## config.mk

```make
export PLATFORM = sky130hd
export DESIGN_NAME = molecule_scheduler
export DESIGN_NICKNAME = d
export VERILOG_FILES = /design/src/rtl/molecule_scheduler.sv
export SDC_FILE = /design/constraint.sdc
export NUM_CORES = 2
export LEC_CHECK = 0
export ABC_CLOCK_PERIOD_IN_PS = 4500
export CAP_MARGIN = 20
export CORE_AREA = 2 2 502 504
export DETAILED_ROUTE_END_ITERATION = 16
export DIE_AREA = 0 0 504 506
export HOLD_SLACK_MARGIN = 0.1
export PLACE_DENSITY = 0.51
export SYNTH_ARGS = -nofsm -noshare
export SYNTH_HDL_FRONTEND = slang
export SYNTH_SLANG_ARGS = --single-unit
```

## constraint.sdc

```tcl
create_clock -name clk -period 4.5 [get_ports clk]
set_clock_uncertainty 0.15 [all_clocks]
set_input_delay 1.125 -clock clk [delete_from_list [all_inputs] [get_ports clk]]
set_output_delay 1.125 -clock clk [all_outputs]
set_load 0.02 [all_outputs]
```

## src/rtl/molecule_scheduler.sv

```systemverilog
// Batch sequencer: captures a challenge bundle and dispatches enabled slices
// lowest-index first to the analysis engine, with a per-slice completion timeout.
module molecule_scheduler #(
  parameter int  SLICE_W    = 256,
  parameter int  NUM_SLICES = 4,
  parameter int  TIMEOUT    = 1024,
  localparam int IDX_W      = $clog2(NUM_SLICES),
  localparam int TMR_W      = $clog2(TIMEOUT)
) (
  input  logic                          clk,
  input  logic                          reset,
  input  logic [SLICE_W*NUM_SLICES-1:0] global_challenges,
  input  logic                          challenge_valid,
  input  logic [NUM_SLICES-1:0]         slice_mask,
  output logic                          challenge_ready,
  output logic [SLICE_W-1:0]            current_molecule,
  output logic                          molecule_valid,
  input  logic                          molecule_ready,
  input  logic                          analysis_done,
  output logic [IDX_W-1:0]              slice_index,
  output logic                          batch_busy,
  output logic                          batch_done,
  output logic [NUM_SLICES-1:0]         timeout_flags
);

  // state  | meaning
  // IDLE   | waiting for a bundle, challenge_ready high
  // SELECT | pick lowest pending slice, or finish when none left
  // ISSUE  | molecule_valid high until the engine accepts
  // WAIT   | wait for analysis_done, bounded by TIMEOUT cycles
  // FINISH | one-cycle batch_done pulse
  typedef enum logic [2:0] {
    S_IDLE, S_SELECT, S_ISSUE, S_WAIT, S_FINISH
  } state_t;

  localparam logic [TMR_W-1:0] TMR_MAX = TMR_W'(TIMEOUT - 1);

  state_t                          state_q, state_d;
  logic [SLICE_W*NUM_SLICES-1:0]   bundle_q;
  logic [NUM_SLICES-1:0]           pending_q;
  logic [TMR_W-1:0]                timer_q;
  logic                            found;
  logic [IDX_W-1:0]                pick_idx;
  logic                            timer_end;

  assign challenge_ready = (state_q == S_IDLE);
  assign batch_busy      = (state_q != S_IDLE);
  assign timer_end       = (timer_q == TMR_MAX);

  // Descending scan so the lowest set bit is the one left standing.
  always_comb begin
    found    = 1'b0;
    pick_idx = '0;
    for (int i = NUM_SLICES - 1; i >= 0; i--) begin
      if (pending_q[i]) begin
        found    = 1'b1;
        pick_idx = IDX_W'(i);
      end
    end
  end

  always_comb begin
    state_d = state_q;
    case (state_q)
      S_IDLE:   if (challenge_valid) state_d = S_SELECT;
      S_SELECT: state_d = found ? S_ISSUE : S_FINISH;
      S_ISSUE:  if (molecule_ready) state_d = S_WAIT;
      S_WAIT:   if (analysis_done || timer_end) state_d = S_SELECT;
      S_FINISH: state_d = S_IDLE;
      default:  state_d = S_IDLE;
    endcase
  end

  always_ff @(posedge clk or negedge reset) begin
    if (!reset) begin
      state_q <= S_IDLE;
    end else begin
      state_q <= state_d;
    end
  end

  always_ff @(posedge clk or negedge reset) begin
    if (!reset) begin
      bundle_q         <= '0;
      pending_q        <= '0;
      timer_q          <= '0;
      current_molecule <= '0;
      slice_index      <= '0;
      molecule_valid   <= 1'b0;
      batch_done       <= 1'b0;
      timeout_flags    <= '0;
    end else begin
      molecule_valid <= (state_d == S_ISSUE);
      batch_done     <= (state_d == S_FINISH);
      case (state_q)
        S_IDLE: begin
          if (challenge_valid) begin
            bundle_q      <= global_challenges;
            pending_q     <= slice_mask;
            timeout_flags <= '0;
          end
        end
        S_SELECT: begin
          if (found) begin
            current_molecule <= bundle_q[pick_idx*SLICE_W +: SLICE_W];
            slice_index      <= pick_idx;
          end
        end
        S_ISSUE: begin
          if (molecule_ready) timer_q <= '0;
        end
        S_WAIT: begin
          // A done arriving on the last timer cycle still counts as success.
          if (analysis_done) begin
            pending_q[slice_index] <= 1'b0;
          end else if (timer_end) begin
            pending_q[slice_index]     <= 1'b0;
            timeout_flags[slice_index] <= 1'b1;
          end else begin
            timer_q <= timer_q + 1'b1;
          end
        end
        default: ;
      endcase
    end
  end

endmodule

```

==> results.yml <==
clock_network:
  clk_latency_ns: 0.80
  clock_sinks: 1305
  max-clock-path-buffers: 3
  postCtsSetupRepairBufs: 0
  cts_tree: "done"
  cts.hold.buffers_added: 0
  cts_resized: 0
  cts_made_buffers: 157
  cts_max_level: 4
  path_clk_slew_ns: 0.06
  root_buffer: "clkbuf_16"
setup_path:
  reg2reg_depth: 5
  ff2ff_setup_slack_ns: 1.40
  path_cells: "nor3_2, clkdlybuf4s50_1"
  end_kind: "output port"
  critPathLaunchType: "flop"
  cp_max_fo: 7
  critPathKind: "reg2out"
  max_stage_delay_ns: 0.75
  required_ns: 3.22
  cp_slowest_cell: "clkdlybuf4s50_1"
  crit_path_start: "state_q[1]"
  crit_arrival_ns: 2.64
  reg2reg_from: "state_q[1]"
  r2r-end: "current_molecule[83]"
sta:
  max_freq_mhz: 255
  tns_ns: 0
  rsz0062_at_grt: "false"
  slew_headroom_pct: 19.8
  finalSetupViolCount: 0
  timing.final.crit_share_pct: 87.1
  finalHoldViolations: 0
  period_needed_ns: 3.92
  worst_pin_slew_ns: 1.20
  slew_violations: 0
pwr:
  p_comb_share_pct: 37.9
  p_leak_nw: 37.0
  p_int_mw: 33.3
  seqPwrFrac_pct: 37.6
  switchingPower_mw: 21.7
  swShare_pct: 39.4
  clockPowerShare_pct: 24.5
  p_total_mw: 55.0
  power.density_nw_per_um2: 707
  max-vdd-ir-drop_mv: 0.439
logic_synthesis:
  synth-async-reset-ratio_pct: 100
  ys_ff_latch: 1305
  synth_area_um2: 55100
  synth_compound_area_share_pct: 9.53
  yosysSeqAreaShare_pct: 59.3
  ys_types: 42
  synth-warning-count: 0
  synthAdderAreaFrac_pct: 0.0227
  synth_top_family_by_area: "simple AND/OR/NAND/NOR gates"
  synth_nets: 6907
  synth-main-ff-cell: "dfrtp_1"
  syn_avg_cell_area_um2: 9.38
  postSynthCellCount: 5873
  synth_xor_xnor_area_share_pct: 0
  synth-edff-count: 0
  muxShareOfSynthArea_pct: 4.78
  yosys.area_share.simple_pct: 23.2
drt:
  drt-total-wl_mm: 238
  drtPass1Iterations: 5
  ant_nets: 0
  wl_per_cell_um: 22.4
  drc_errors: 0
  drt_iter0_drc: 3562
  avgViaCountPerCell: 4.38
  vias: 46500
layout:
  finish.utilization_pct: 31.1
  final_net_count: 8112
  layout-drive-gt1-share_pct: 8.75
  area_delta_synth_final_pct: 41.3
global_routing:
  antenna_found_initial: 100
  groute.usage.overall_pct: 18.2
  grt_pass1_vias: 47800
  grt_first_pass_wirelength_mm: 344
  grt_max_degree: 147
  grt_overflow: 0
floorplanning:
  die_area_um2: 255000
  core_area_um2: 250000
  num_io_pins: 1299
  num_rows: 184
  dieWidth_um: 504
  start_util_pct: 22.0
  die_h_um: 506
worst_hold_path:
  hp-class: "in2async"
placed_design:
  hpwl_mm: 172
  portBuffers: 1298
  place_congestion: 0.892
status:
  status: "finished clean"
flow_run:
  maxCapViolations: 0
==> cells in the mapped netlist, drive strengths merged (3+ instances only) <==
library cell  count  area, um2
a21oi             7       35.0
a22oi           259       1940
and3b             3       26.3
buf             108        707
clkbuf          267       1000
dfrtp          1305      32700
inv               4       15.0
mux2i           262       2620
nand2          3342      12500
nand2b            3       18.8
nand3             6       30.0
nor2              9       33.8
nor3              5       25.0
o211ai          257       3130
o31ai             4       30.0
or4               3       22.5
==> per-layer routing <==
layer | up-vias | part of all wire, % | GRT usage (%)
met1 | 23000 | 43 | 23.6
met3 | 365 | 7.8 | 5.59
met4 | 80 | 3.0 | 6.27
li1 | 21400 | - | -
met5 | - | 0.23 | 0
met2 | 1609 | 46 | 28.5
==> worst max-delay path: cells and delay by family (launching register included) <==
family / cells / cell delay [ns]
simple gates: 1 / 0.69
flops: 1 / 0.43
buf+inv: 1 / 0.75
==> registers in the layout, indices dropped and copies added, names as in the netlist <==
| name | count |
|---|---|
| molecule_valid | 1 |
| slice_index | 2 |
| pending_q | 4 |
| current_molecule | 256 |
| bundle_q | 1024 |
| batch_done | 1 |
| timer_q | 10 |
| timeout_flags | 4 |
| state_q | 3 |
==> worst max path at each step <==
| stage | end | slack [ns] | cells after the start |
|---|---|---|---|
| 5_1_grt | challenge_ready | 0.47 | 2 |
| 2_1_floorplan | batch_busy | 1.91 | 2 |
| 4_1_cts | challenge_ready | 0.43 | 2 |
| 6_report | challenge_ready | 0.58 | 2 |
| 3_5_place_dp | bundle_q[971] | 1.17 | 6 |
| 3_3_place_gp | bundle_q[941] | 1.17 | 6 |
==> area by class of cell <==
type                            instances  area (um2)
Antenna cell                           58         145
Clock buffer                          234        4670
Clock inverter                         57         820
Fill cell                           26200      172000
Inverter                                4        15.0
Multi-Input combinational cell       4189       20700
Sequential cell                      1305       32700
Tap cell                             3348        4190
Timing Repair Buffer                 1421       14600
==> per-stage QoR <==
stage / area (um2) / cells / hold slack (ns) / worst slack (ns)
final: 77800 / 10600 / 0.152 / 0.580
after floorplan: 55100 / 5873 / 0.295 / 1.91
after detailed placement: 72200 / 10300 / 0.311 / 1.17
after CTS: 77700 / 10600 / 0.111 / 0.428
after global placement: 72200 / 10300 / 0.307 / 1.17
after global routing: 77800 / 10600 / 0.0995 / 0.467
==> power by group through the flow <==
stage          combinational (mW)  sequential, mW  clock, mW
2_1_floorplan                11.9            20.5          0
3_3_place_gp                 20.8            20.7          0
3_5_place_dp                 21.1            20.8          0
4_1_cts                      21.2            20.7       13.8
5_1_grt                      22.9            21.3       14.3
6_report                     20.9            20.7       13.5
==> cell usage in the layout, fill, tap and decap left out, types with 3 or more instances in the layout <==
cell type        netlist  final
nand2_1             3342   3341
dfrtp_1             1305   1305
clkdlybuf4s50_1        0   1297
mux2i_1              262    262
a22oi_1              259    259
o211ai_2             240    240
clkbuf_16              0    158
buf_4                  0     70
diode_2                0     58
buf_12                 0     53
clkbuf_8               0     43
clkbuf_1             267     33
clkinv_2               0     24
o211ai_1              17     17
bufinv_16              0     12
nor2_1                 9      8
nand3_1                6      6
a21oi_1                7      6
clkinv_16              0      5
inv_6                  0      5
inv_1                  4      4
o31ai_1                4      4
nor3_1                 5      3
and3b_1                3      3
nand2b_1               3      3
inv_16                 0      3
clkinv_4               0      3
==> logic make-up after synthesis <==
logic type      Yosys count
compound gates          540
simple gates           3385
flops                  1305
mux                     263
fa+ha+maj                 1
buf+inv                 379
Note: power is estimated with default switching activity, not from simulation.
